==> src/rtl/regfile_writeback_arbiter.sv <==
// ---------------------------------------------------------------------------
// regfile_writeback_arbiter
//
// Drives the register file's single write port from two producers:
//   - the in-order pipeline writeback stage (no backpressure, always wins)
//   - a long-latency unit (mul/div) behind a valid/ready handshake, whose
//     results wait in a small FIFO until a cycle with no pipeline write.
// All write-port outputs are registered; the register file samples them on
// the next rising edge.
//
// Ports:
//   clk, resetN                    clock, asynchronous active-low reset
//   pipeValid/pipeIndex/pipeData   pipeline writeback result
//   longValid/longIndex/longData   long-latency result offer
//   longReady                      long-latency result accepted (FIFO not full)
//   writeRegisterIndex/Data        register file write index / data
//   shouldWrite                    register file write enable
//   pendingCount                   queued long-latency results not yet written
//   pipeStall                      FIFO full; upstream holds new long issue
//
// Optional feature (macro WB_FORWARD_EN):
//   lookupIndexA/B -> lookupHitA/B, lookupDataA/B: combinational search of
//   the output register and all queued entries, youngest match wins.
//   Index 0 never hits. Without the macro these ports do not exist and
//   consumers stall on pendingCount != 0.
// ---------------------------------------------------------------------------
module regfile_writeback_arbiter #(
    parameter int FIFO_DEPTH  = 4,
    parameter int DATA_WIDTH  = 32,
    parameter int INDEX_WIDTH = 5
) (
    input  logic                          clk,
    input  logic                          resetN,
    input  logic                          pipeValid,
    input  logic [INDEX_WIDTH-1:0]        pipeIndex,
    input  logic [DATA_WIDTH-1:0]         pipeData,
    input  logic                          longValid,
    output logic                          longReady,
    input  logic [INDEX_WIDTH-1:0]        longIndex,
    input  logic [DATA_WIDTH-1:0]         longData,
    output logic [INDEX_WIDTH-1:0]        writeRegisterIndex,
    output logic [DATA_WIDTH-1:0]         writeRegisterData,
    output logic                          shouldWrite,
    output logic [$clog2(FIFO_DEPTH):0]   pendingCount,
    output logic                          pipeStall
`ifdef WB_FORWARD_EN
    ,
    input  logic [INDEX_WIDTH-1:0]        lookupIndexA,
    input  logic [INDEX_WIDTH-1:0]        lookupIndexB,
    output logic                          lookupHitA,
    output logic                          lookupHitB,
    output logic [DATA_WIDTH-1:0]         lookupDataA,
    output logic [DATA_WIDTH-1:0]         lookupDataB
`endif
);

    localparam int PTR_W = $clog2(FIFO_DEPTH);
    localparam int CNT_W = PTR_W + 1;

    logic [INDEX_WIDTH-1:0] fifoIndex [FIFO_DEPTH];
    logic [DATA_WIDTH-1:0]  fifoData  [FIFO_DEPTH];
    logic [PTR_W-1:0]       headPtr;
    logic [PTR_W-1:0]       tailPtr;

    logic fifoFull;
    logic fifoEmpty;
    logic pipeWins;
    logic doPop;
    logic doPush;

    // Full/empty come from the registered occupancy only, so longReady never
    // depends on this cycle's pop: a full FIFO refuses a push even while it
    // is draining.
    assign fifoFull  = (pendingCount == CNT_W'(FIFO_DEPTH));
    assign fifoEmpty = (pendingCount == '0);
    assign longReady = !fifoFull;
    assign pipeStall = fifoFull;

    // A pipeline write to x0 is not a write, which lets the FIFO drain.
    assign pipeWins = pipeValid && (pipeIndex != '0);
    assign doPop    = !pipeWins && !fifoEmpty;
    // x0 results complete the handshake but are never queued.
    assign doPush   = longValid && longReady && (longIndex != '0);

    // NOTE: the queue storage has no reset; occupancy is tracked by the
    // pointers and count, so stale contents are never observed and the
    // array can map to plain RAM/flops without reset wiring.
    always_ff @(posedge clk) begin
        if (doPush) begin
            fifoIndex[tailPtr] <= longIndex;
            fifoData[tailPtr]  <= longData;
        end
    end

    // NOTE: all state is updated with non-blocking assignments so every
    // register sees the pre-edge values of the others regardless of order.
    always_ff @(posedge clk or negedge resetN) begin
        if (!resetN) begin
            headPtr            <= '0;
            tailPtr            <= '0;
            pendingCount       <= '0;
            shouldWrite        <= 1'b0;
            writeRegisterIndex <= '0;
            writeRegisterData  <= '0;
        end else begin
            // Pointers wrap naturally because FIFO_DEPTH is a power of two.
            if (doPush) tailPtr <= tailPtr + PTR_W'(1);
            if (doPop)  headPtr <= headPtr + PTR_W'(1);
            pendingCount <= pendingCount + CNT_W'(doPush) - CNT_W'(doPop);

            if (pipeWins) begin
                shouldWrite        <= 1'b1;
                writeRegisterIndex <= pipeIndex;
                writeRegisterData  <= pipeData;
            end else if (doPop) begin
                shouldWrite        <= 1'b1;
                writeRegisterIndex <= fifoIndex[headPtr];
                writeRegisterData  <= fifoData[headPtr];
            end else begin
                // Index/data hold so the port only toggles on real writes.
                shouldWrite <= 1'b0;
            end
        end
    end

`ifdef WB_FORWARD_EN
    // Search from oldest to youngest so a later match overwrites an earlier
    // one: output register first, then FIFO head towards tail.
    function automatic logic [DATA_WIDTH:0] searchYoungest(
        input logic [INDEX_WIDTH-1:0] idx
    );
        logic                  hit;
        logic [DATA_WIDTH-1:0] data;
        logic [PTR_W-1:0]      slot;
        hit  = 1'b0;
        data = '0;
        slot = '0;
        if (idx != '0) begin
            if (shouldWrite && (writeRegisterIndex == idx)) begin
                hit  = 1'b1;
                data = writeRegisterData;
            end
            for (int i = 0; i < FIFO_DEPTH; i++) begin
                slot = headPtr + PTR_W'(i);
                if ((CNT_W'(i) < pendingCount) && (fifoIndex[slot] == idx)) begin
                    hit  = 1'b1;
                    data = fifoData[slot];
                end
            end
        end
        return {hit, data};
    endfunction

    // NOTE: combinational outputs are assigned on every path (here in one
    // concatenated assignment per port) so no latch can be inferred.
    always_comb begin
        {lookupHitA, lookupDataA} = searchYoungest(lookupIndexA);
        {lookupHitB, lookupDataB} = searchYoungest(lookupIndexB);
    end
`endif

endmodule

==> config.mk <==
export PLATFORM = sky130hd
export DESIGN_NAME = regfile_writeback_arbiter
export DESIGN_NICKNAME = d
export VERILOG_FILES = /design/src/rtl/regfile_writeback_arbiter.sv
export SDC_FILE = /design/constraint.sdc
export NUM_CORES = 1
export LEC_CHECK = 0
export ABC_AREA = 1
export CAP_MARGIN = 10
export CORE_UTILIZATION = 50
export CTS_CLUSTER_DIAMETER = 60
export DETAILED_ROUTE_END_ITERATION = 16
export HOLD_SLACK_MARGIN = 0.15
export PLACE_DENSITY = 0.74
export SLEW_MARGIN = 20
export SYNTH_ARGS = -nofsm -noshare
export SYNTH_HDL_FRONTEND = slang
export SYNTH_SLANG_ARGS = --single-unit
export TNS_END_PERCENT = 20
==> constraint.sdc <==
create_clock -name clk -period 3.3 [get_ports clk]
set_input_delay 0.66 -clock clk [delete_from_list [all_inputs] [get_ports clk]]
set_output_delay 0.66 -clock clk [all_outputs]
set_load 0.05 [all_outputs]
==> impl_metrics.tcl <==
set metrics [dict create \
    synth.distinct_cells 24 \
    cts.sinks 193 \
    drive_gt1_share_pct 9.96 \
    core_um2 16800 \
    area_delta_synth_final_pct 22.0 \
    total_power_mw 9.32 \
    antenna_found_initial 0 \
    pwr-share-comb_pct 40.6 \
    crit_buf_inv 2 \
    start_util_pct 51.9 \
    grt_pass1_wl_um 30600 \
    drt-initial-drc-count 427 \
    syn-num-nets 936 \
    path_clk_slew_ns 0.08 \
    p_seq_share_pct 37.4 \
    regArea_um2 5570 \
    synth_area_leaders "edfxtp_1 (51%), dfrtp_1 (13%), nand3_1 (11%)" \
    min_period_ns 2.77 \
    r2r_cells 11 \
    finalHoldViolCount 0 \
    dieWidth_um 134 \
    grt-ovfl-total 0 \
    switching_share_pct 40.5 \
    std_cell_rows 47 \
    rsz0062_at_grt "no" \
    vias 6076 \
    htreeDepth 4 \
    ys_warn_count 0 \
    post_cts_resized 0 \
    reg2reg_slack_ns 1.07 \
    io_pins 121 \
    drc 0 \
    tightest_slew_ns 0.943 \
    setup_viol 0 \
    worstPathMaxFanout 4 \
    insertedDiodeCount 0 \
    root_buffer "clkbuf_16" \
    intPower_mw 5.54 \
    yosysTopAreaCellShare_pct 50.9 \
    vias_per_cell 5.09 \
    insertion_delay_ns 0.44 \
    slowest_delay_ns 0.85 \
    grt_max_degree 78 \
    ant_nets 0 \
    finalNonFillerCells 1194 \
    relSlewSlack_pct 37.1 \
    yosys.area.top_type "edfxtp_1" \
    crit_family "buffers and inverters" \
    wire_per_inst_um 16.2 \
    chipHeight_um 134 \
    endpoint_kind "primary output" \
    timing.rr.end "pendingCount[2]" \
    finClkSkew_ns 0.0108 \
    multi_input_area_um2 2260 \
    status "finished, final reports clean" \
    ys_ff_latch 193 \
    synth.avg_cell_area_um2 10.3 \
    cts-hold-fix-buffers 0 \
    crit_path_cell_trace "inv_2 -> nand2_1 -> nor2_1 -> clkdlybuf4s50_1" \
    worstPathArrival_ns 2.11 \
    required_ns 2.64 \
    fin_crit_sh_pct 83.9 \
    cap_violations 0 \
    syn-cell-area_um2 8730 \
    hold_class "in2async" \
    grt_pass1_vias 5979 \
    seq_area_frac_synth_pct 63.8 \
    fmax_mhz 361 \
    drtPass1Iterations 5 \
    post-dp-hpwl_um 11400 \
    crit_type "reg2out" \
    drt_wl_total_um 19300 \
    cts_setup_buffers 0 \
    io_buffers 120 \
    critPathSlowestCell "clkdlybuf4s50_1" \
    start_kind "flop" \
    ir_drop_v 0.000451 \
    nets 1046 \
    power.density_nw_per_um2 875 \
    dieArea_um2 18000 \
    fill_cells 1330 \
    gp_congestion 0.728 \
    pwr-share-clk_pct 22.0 \
    grt_usage_pct 22.8 \
    clock_path_buffers 2 \
    netSwitchingPower_mw 3.78 \
    cts_tree "done" \
    rr_startpoint "pendingCount[1]" \
    total_leakage_power_nw 4.73 \
    cts-buffers-inserted 17 \
    setup_tns_ns 0 \
    dp_cells 1162 \
    drv_slew 0 \
    syn_inst 851 \
]
## logic make-up after synthesis
kind of cell,after synthesis,share of synthesized area (%)
and+or+nand+nor,437,24.2
buffers and inverters,211,10.7
DFF,193,63.8
adders and majority gates,7,1.09
xor gates and xnor gates,3,0.301
## stage by stage
step           instance area (µm²)  setup WS (ns)  utilization [%]  hold WS, ns
2_1_floorplan                 8730         -0.146                -        0.364
4_1_cts                      10700          0.515             63.3        0.282
3_3_place_gp                 10100          0.544             59.8        0.503
6_report                     10700          0.533             63.3        0.271
5_1_grt                      10700          0.430             63.3        0.304
3_5_place_dp                 10100          0.474             59.8        0.512
## synthesized netlist by cell type, drive strengths merged
library cell	n
inv	164
xor2	2
clkbuf	5
buf	42
nand3	225
dfrtp	45
nor2	9
xnor2	1
edfxtp	148
nor3	2
fa	1
ha	6
nand2	201
## worst max path at each step
stage / from / to / depth (start not counted)
after detailed placement: longIndex[2] / pendingCount[2] / 10
after global routing: pendingCount[1] / pipeStall / 4
after global placement: pipeIndex[2] / pendingCount[2] / 12
after CTS: pendingCount[1] / pipeStall / 4
after floorplan: pendingCount[1] / fifoData[0][0] / 6
final: pendingCount[1] / pipeStall / 4
## flip-flops by register name (all words and copies together) (netlist names)
signal / count
fifoData: 128
writeRegisterData: 32
fifoIndex: 20
writeRegisterIndex: 5
pendingCount: 3
headPtr: 2
tailPtr: 2
shouldWrite: 1
## cells in the final DEF, fill, tap and decap left out
cell and n:
buf_12 1, buf_2 2, buf_4 17, bufinv_16 1, clkbuf_1 1, clkbuf_16 18, clkbuf_8 1, clkdlybuf4s50_1 118
clkinv_2 1, clkinv_4 3, clkinvlp_4 1, dfrtp_1 43, dfrtp_2 2, edfxtp_1 148, fa_1 1, ha_1 6
inv_1 160, inv_2 4, inv_4 1, inv_6 4, inv_8 1, nand2_1 199, nand2_2 1, nand2_4 1
nand3_1 195, nand3_2 29, nand3_4 1, nor2_1 2, nor2_2 3, nor2_4 4, nor3_1 1, nor3_4 1
xnor2_1 1, xor2_1 2
## cell type report
type | instances | area share [%]
tap | 220 | 2.58
clock inverter | 12 | 1.14
timing repair buffer | 138 | 12.6
sequential | 193 | 52.3
multi-input combinational | 447 | 21.2
inverter | 164 | 5.78
clock buffer | 20 | 4.39
## power groups by stage
| stage | clock network (mW) | logic [mW] | registers, mW |
|---|---|---|---|
| floorplan | 0 | 1.87 | 4.31 |
| global route | 2.17 | 4.11 | 3.55 |
| global placement | 0 | 3.73 | 3.52 |
| detailed placement | 0 | 3.80 | 3.54 |
| CTS | 2.07 | 3.82 | 3.49 |
| finish | 2.05 | 3.78 | 3.49 |
## metal layers
metal | GRT usage [%] | part of all wire, %
met1 | 27.6 | 42
met2 | 39.8 | 51
met3 | 4.95 | 5.5
met4 | 8.86 | 1.6
met5 | 0 | 0
Power figures use the tool's default switching activity.
